File: config.mk
export PLATFORM = sky130hd
export DESIGN_NAME = fetch_unit_flat
export DESIGN_NICKNAME = d
export VERILOG_FILES = /design/src/rtl/fetch_unit_if.sv /design/src/rtl/fetch_unit.sv /design/src/flat_wrapper.sv
export SDC_FILE = /design/constraint.sdc
export NUM_CORES = 1
export LEC_CHECK = 0
export CAP_MARGIN = 0
export CORE_MARGIN = 3
export CORE_UTILIZATION = 43
export DETAILED_ROUTE_END_ITERATION = 6
export PLACE_DENSITY = 0.88
export SLEW_MARGIN = 20
export SYNTH_ARGS = -nofsm -noshare
export SYNTH_HDL_FRONTEND = slang
export SYNTH_SLANG_ARGS = --single-unit
export TNS_END_PERCENT = 100
File: constraint.sdc
create_clock -name clk -period 2.4 [get_ports clk]
set_input_delay 0.72 -clock clk [delete_from_list [all_inputs] [get_ports clk]]
set_output_delay 0.72 -clock clk [all_outputs]
set_load 0.005 [all_outputs]
File: src/rtl/fetch_unit_if.sv
// Instruction-memory request/response bus between the fetch unit and imem.
// master = fetch side, slave = memory side.
interface fetch_unit_if;
  logic        imem_req;
  logic [31:0] imem_addr;
  logic        imem_gnt;
  logic        imem_rvalid;
  logic [31:0] imem_rdata;

  modport master (
    output imem_req,
    output imem_addr,
    input  imem_gnt,
    input  imem_rvalid,
    input  imem_rdata
  );

  modport slave (
    input  imem_req,
    input  imem_addr,
    output imem_gnt,
    output imem_rvalid,
    output imem_rdata
  );
endinterface

File: src/rtl/fetch_unit.sv
// Single-outstanding instruction fetch: REQ -> WAIT -> HOLD with redirect
// support and a one-deep discard flag for stale memory responses.
module fetch_unit #(
  parameter logic [31:0] RESET_PC = 32'h00000000
) (
  input  logic              clk,
  input  logic              reset,
  fetch_unit_if.master      imem,
  input  logic              redirect,
  input  logic [31:0]       redirect_pc,
  output logic              instr_valid,
  output logic [31:0]       instr,
  output logic [31:0]       instr_pc,
  input  logic              instr_ready,
  output logic              misaligned
);

  localparam logic [31:0] NOP = 32'h00000013;

  typedef enum logic [1:0] {
    S_REQ,
    S_WAIT,
    S_HOLD
  } state_e;

  state_e      state_q, state_d;
  logic        discard_q, discard_d;
  logic [31:0] pc_q, pc_d;
  logic        valid_q, valid_d;
  logic [31:0] instr_q, instr_d;
  logic [31:0] ipc_q, ipc_d;
  logic        mis_q, mis_d;

  always_comb begin
    state_d   = state_q;
    discard_d = discard_q;
    pc_d      = pc_q;
    valid_d   = valid_q;
    instr_d   = instr_q;
    ipc_d     = ipc_q;
    mis_d     = 1'b0;

    if (reset) begin
      state_d = S_REQ;
      pc_d    = RESET_PC;
      valid_d = 1'b0;
      instr_d = NOP;
      ipc_d   = 32'h0;
      // A request in flight keeps owing us a response after reset.
      discard_d = 1'b0;
      if (((state_q == S_WAIT) ||
           (state_q == S_REQ && discard_q)) &&
          !imem.imem_rvalid)
        discard_d = 1'b1;
    end else begin
      unique case (state_q)
        S_REQ: begin
          if (imem.imem_gnt) begin
            state_d = S_WAIT;
            if (redirect) discard_d = 1'b1;
          end
        end
        S_WAIT: begin
          if (imem.imem_rvalid) begin
            if (discard_q || redirect) begin
              discard_d = 1'b0;
              state_d   = S_REQ;
            end else begin
              instr_d = imem.imem_rdata;
              ipc_d   = pc_q;
              valid_d = 1'b1;
              state_d = S_HOLD;
            end
          end else if (redirect) begin
            discard_d = 1'b1;
          end
        end
        S_HOLD: begin
          if (redirect) begin
            valid_d = 1'b0;
            state_d = S_REQ;
          end else if (instr_ready) begin
            valid_d = 1'b0;
            pc_d    = pc_q + 32'd4;
            state_d = S_REQ;
          end
        end
        default: state_d = S_REQ;
      endcase

      if (redirect) begin
        pc_d  = {redirect_pc[31:2], 2'b00};
        mis_d = |redirect_pc[1:0];
      end
    end
  end

  always_ff @(posedge clk) begin
    state_q   <= state_d;
    discard_q <= discard_d;
    pc_q      <= pc_d;
    valid_q   <= valid_d;
    instr_q   <= instr_d;
    ipc_q     <= ipc_d;
    mis_q     <= mis_d;
  end

  assign imem.imem_req  = (state_q == S_REQ) && !reset;
  assign imem.imem_addr = pc_q;
  assign instr_valid    = valid_q;
  assign instr          = instr_q;
  assign instr_pc       = ipc_q;
  assign misaligned     = mis_q;

endmodule
File: src/flat_wrapper.sv
// flat-port wrapper written by rule: the top's interface ports become plain ports
module fetch_unit_flat 
#(
  parameter logic [31:0] RESET_PC = 32'h00000000
)
  (clk, reset, redirect, redirect_pc, instr_valid, instr, instr_pc, instr_ready, misaligned, imem_imem_req, imem_imem_addr, imem_imem_gnt, imem_imem_rvalid, imem_imem_rdata);
  fetch_unit_if imem_i ();
  input  logic clk;
  input  logic reset;
  input  logic redirect;
  input  logic [31:0] redirect_pc;
  output logic instr_valid;
  output logic [31:0] instr;
  output logic [31:0] instr_pc;
  input  logic instr_ready;
  output logic misaligned;
  output wire logic [$bits(imem_i.imem_req)-1:0] imem_imem_req;
  output wire logic [$bits(imem_i.imem_addr)-1:0] imem_imem_addr;
  input wire logic [$bits(imem_i.imem_gnt)-1:0] imem_imem_gnt;
  input wire logic [$bits(imem_i.imem_rvalid)-1:0] imem_imem_rvalid;
  input wire logic [$bits(imem_i.imem_rdata)-1:0] imem_imem_rdata;
  assign imem_imem_req = imem_i.imem_req;
  assign imem_imem_addr = imem_i.imem_addr;
  assign imem_i.imem_gnt = imem_imem_gnt;
  assign imem_i.imem_rvalid = imem_imem_rvalid;
  assign imem_i.imem_rdata = imem_imem_rdata;
  fetch_unit #(.RESET_PC(RESET_PC)) u_core (.clk(clk), .reset(reset), .imem(imem_i), .redirect(redirect), .redirect_pc(redirect_pc), .instr_valid(instr_valid), .instr(instr), .instr_pc(instr_pc), .instr_ready(instr_ready), .misaligned(misaligned));
endmodule
Word-level counts from Yosys, hierarchy flattened. Index checks and enable logic that the tools add are counted.

Register bits: 101. Logic and storage cells: 61. Bits of input ports: 70.

Reduce and logical (&&, ||, !) cells: 21. Mux-type cells: 21. Eq/ne operators: 8. Add/sub/neg operators: 1. Bitwise operators: 2.

Operator list (number): two-way mux 32 bit (3); adder 32 x 3 -> 32 bit, second input constant (1); two-way mux 1 bit (10); two-way mux 2 bit (5); AND reduction 3 bit (3); != test 2 bit, second input constant (3); != test 3 bit, second input constant (2); case mux 2 bit (3 select lines) (1); nonzero test 2 bit (3); OR reduction 2 bit (3); != test 4 bit, second input constant (1); case mux 1 bit (2 select lines) (2); AND reduction 2 bit (2); AND reduction 4 bit (1); logical AND 1 bit (3); nonzero test 3 bit (1); == test 2 x 1 -> 1 bit, second input constant (1); == test 2 bit, second input constant (1); zero test 1 bit (2); zero test 2 bit (1); logical OR 1 bit (2); inverter 1 bit (2).

Logic depth before layout (Yosys ltp). Gate-level depths: netlist (run 1).

Depth in word-level cells: 6. Depth in mapped cells: 7.

Worst setup path before layout (run 1). No wires, ideal clock.

Path type: input-to-output. From: input port reset. To: output port imem_imem_req. Buffers on the path: 2. Stages on the path: 3. Arrival: 1.316 ns. Slack: 0.364 ns. Path through: clkbuf_1 clkbuf_1 nor3_1.

Longest elaborated chain between the ends: 2.

Ends and longest elaborated chain: from (decl) (line flat_wrapper.sv:9) `input logic reset;`; zero test 1 bit (line fetch_unit.sv:108) `assign imem.imem_req = (state_q == S_REQ) && !reset;`; logical AND 1 bit (line fetch_unit.sv:108); to (decl) (line flat_wrapper.sv:17) `output wire logic [$bits(imem_i.imem_req)-1:0] imem_imem_req;`.

Every way passes these cells.

Worst setup path after layout (run 1). Ends and elaborated chain as after synthesis.

==> metrics.md, run 1 <==
| Metric | Value |
|---|---|
| Die ar. | `0.01101 mm²` |
| Max Slew Vio Count | `0` |
| Status | `finished clean` |
| Largest net degree at the start of global routing | `102` |
| Longest Clk Path Bufs | `2` |
| Crit path arrival time | `1.55 ns` |
| Hold Path Stages | `2` |
| Detailed Place HPWL | `9127 µm` |
| CP max FO | `2` |
| Core Box Area | `0.009371 mm²` |
| Asr flop ratio synth | `0` |
| R2r worst-path depth | `4` |
| Yosys warns | `0` |
| Post-synth cell types | `45` |
| Final Cycle Share | `0.9447` |
| Max VDD drop | `0.3926 mV` |
| Placed instance area | `0.006037 mm²` |
| Antenna-violating nets left | `0` |
| Routed len/inst | `15.60 µm` |
| Root Driver | `clkbuf_8` |
| Routed Wire Length | `12670 µm` |
| Post-synth EDFFs | `1` |
| Setup repair after global routing missed its margin | `no` |
| Diode count | `0` |
| Worst min path class | `reg -> reg` |
| Final Hold Viols | `0` |
| Global route total overflow | `0` |
| Max Cap Viol | `0` |
| Clock skew | `0.009485 ns` |
| Vias/cell | `5.400` |
| CP Launch Type | `primary input` |
| Die Span X | `104.9 µm` |
| Vias | `4385` |
| Fin cells | `812` |
| Die height | `104.9 µm` |
| CTS Hold Bufs | `0` |
| Fmax achieved | `441.1 MHz` |
| Gpl congestion | `0.8088` |
| Req. time, crit path | `1.68 ns` |
| Initial antenna violation count | `0` |
| H-Tree Level Count | `3` |
| Post-CTS setup buffer count | `0` |
| Layout cells sized above 1 | `0.06735` |
| Io pins | `169` |
| Flops & latches, synth | `97` |
| Post-CTS sizing | `0` |
| Drc violations | `0` |
| IO Port Bufs | `164` |
| Clk sinks | `97` |
| Placed cells | `797` |
| Reg clk slew, reported paths | `0.08 ns` |
| Mean Syn Cell Area | `8.033 µm²` |
| Pleak | `2.135 nW` |
| Ys flop type | `dfxtp_1` |
| Synthesized cell area | `0.004209 mm²` |
| TritonCTS clock tree | `done` |
| Starting Density | `0.4491` |
| Global-route wire length before repair | `20710 µm` |
| Sequential-to-total area share from yosys stat | `0.4637` |
| Critical path class | `in -> out` |
| All-Layer GR Usage | `0.2258` |
| Fin crit period | `2.267 ns` |
| Vias in the first global route | `4308` |
| First DRT Iteration DRCs | `180` |
| Final instance area | `0.006254 mm²` |
| Hold Slack | `0.4563 ns` |
| Area delta synth->final | `48.57%` |
| Crit end category | `output port` |
| Filler cell count | `798` |
| Std cell rows | `35` |
| Final setup fails | `0` |
| Num CTS Buffers | `9` |
| Post-Synthesis Cells | `524` |
| # nets final | `750` |
| Drt first pass iters | `5` |
| Setup TNS | `0 ns` |
| P per Cell Area | `533.5 mW/mm²` |
| Clk_lat worst skew | `0.35 ns` |
==> synthesized netlist by cell type (4+ instances only) <==
master / instances / share of area
nand3_1: 10 / 0.012
buf_2: 6 / 0.0071
dfxtp_1: 96 / 0.46
or4_1: 10 / 0.018
clkbuf_1: 30 / 0.027
and3_1: 5 / 0.0074
or3_1: 4 / 0.0059
a311oi_1: 14 / 0.029
and4_1: 8 / 0.017
a211oi_1: 12 / 0.021
nand4_1: 9 / 0.013
inv_1: 6 / 0.0054
nor2_1: 33 / 0.029
nand2_1: 135 / 0.12
o31ai_1: 10 / 0.018
buf_4: 5 / 0.0089
nor3_1: 8 / 0.0095
o21ai_0: 10 / 0.012
xor2_1: 7 / 0.015
a21oi_1: 65 / 0.077
nand3b_1: 5 / 0.0089
==> sequential cells by signal, summed over array words and instances (netlist names) <==
name,flops
u_core.imem.imem_addr,30
u_core.instr_valid,1
u_core.state_q,2
u_core.misaligned,1
u_core.instr,32
u_core.discard_q,1
u_core.instr_pc,30
==> critical path, stage by stage <==
cell and delay [ns]:
buf_4 0.13, nor3_1 0.13, clkdlybuf4s50_1 0.56
==> stage by stage <==
stage | setup slack, ns | util | total power, mW
global route | 0.07564 | 0.6673 | 3.460
detailed placement | -0.1283 | 0.6442 | 2.198
floorplan | 0.3641 | - | 1.917
global placement | -0.03306 | 0.6442 | 2.181
CTS | 0.1287 | 0.6673 | 3.351
finish | 0.1328 | 0.6673 | 3.336
==> cells by family (layout without fill, tap and decap cells) <==
logic type                 Yosys count  after routing  synth area share
other                                1              4         0.0008909
adders and majority gates            1              1          0.002972
xor gates and xnor gates             9              9           0.01873
DFF                                 97             97            0.4637
buffers and inverters               52            208           0.05797
muxes                                2              2          0.005053
AOI/OAI and AO/OA                  121            121            0.1763
and+or+nand+nor                    241            241            0.2744
==> final cells by class <==
cell class / instances / area [µm²] / share of cell area
inverters: 7 / 26.28 / 0.004202
well taps: 129 / 161.4 / 0.02581
clock inverters: 5 / 78.83 / 0.01261
flip-flops and latches: 97 / 1952 / 0.3121
multi-input cells: 378 / 2031 / 0.3247
repair buffers: 186 / 1867 / 0.2985
clock buffers: 10 / 137.6 / 0.02201
==> report_power, final <==
group	leakage, nW	switching [mW]	internal (mW)	total (mW)
registers	0.792	0.0687	1.67	1.73
clock network	0.109	0.563	0.609	1.17
logic	1.23	0.172	0.258	0.429
==> final timing paths <==
check,from,end,slack (ns)
worst max-delay path,reset,imem_imem_req,0.13
worst min-delay path,u_core.instr[28]$_SDFFE_PP0P_,u_core.instr[28]$_SDFFE_PP0P_,0.46
worst max register to register,u_core.imem.imem_addr[10]$_SDFFE_PP0P_,u_core.imem.imem_addr[21]$_SDFFE_PP0P_,0.41
worst min register to register,u_core.instr[28]$_SDFFE_PP0P_,u_core.instr[28]$_SDFFE_PP0P_,0.46
==> metal layers <==
| metal | vias to the layer above | track usage | share of wire |
|---|---|---|---|
| met4 | 0 | 0.06467 | 0.015 |
| met1 | 2069 | 0.2809 | 0.42 |
| li1 | 2135 | - | - |
| met2 | 163 | 0.3914 | 0.50 |
| met3 | 18 | 0.05003 | 0.067 |
| met5 | - | 0 | 0 |
==> layout by cell type (no fill, tap or decap), types with 3 or more instances in the layout <==
cell / Yosys / layout
clkdlybuf4s50_1: 0 / 163
nand2_1: 135 / 135
dfxtp_1: 96 / 96
a21oi_1: 65 / 65
nor2_1: 33 / 33
buf_4: 5 / 18
a311oi_1: 14 / 14
a211oi_1: 12 / 12
o21ai_0: 10 / 10
or4_1: 10 / 10
o31ai_1: 10 / 10
clkbuf_8: 0 / 10
nand4_1: 9 / 9
nand3_1: 10 / 9
nor3_1: 8 / 8
and4_1: 8 / 8
xor2_1: 7 / 7
inv_1: 6 / 6
nand3b_1: 5 / 5
buf_12: 0 / 5
and3_1: 5 / 4
or3_1: 4 / 4
conb_1: 1 / 4
o21bai_1: 3 / 3
nor3b_1: 3 / 3
Power figures use the tool's default switching activity.
==> inputs of run 2 (changes only) <==
ABC_CLOCK_PERIOD_IN_PS = 2400   (was unset)
==> results of run 2 <==
The final DEF is identical to that of run 1; final timing and power are the same.
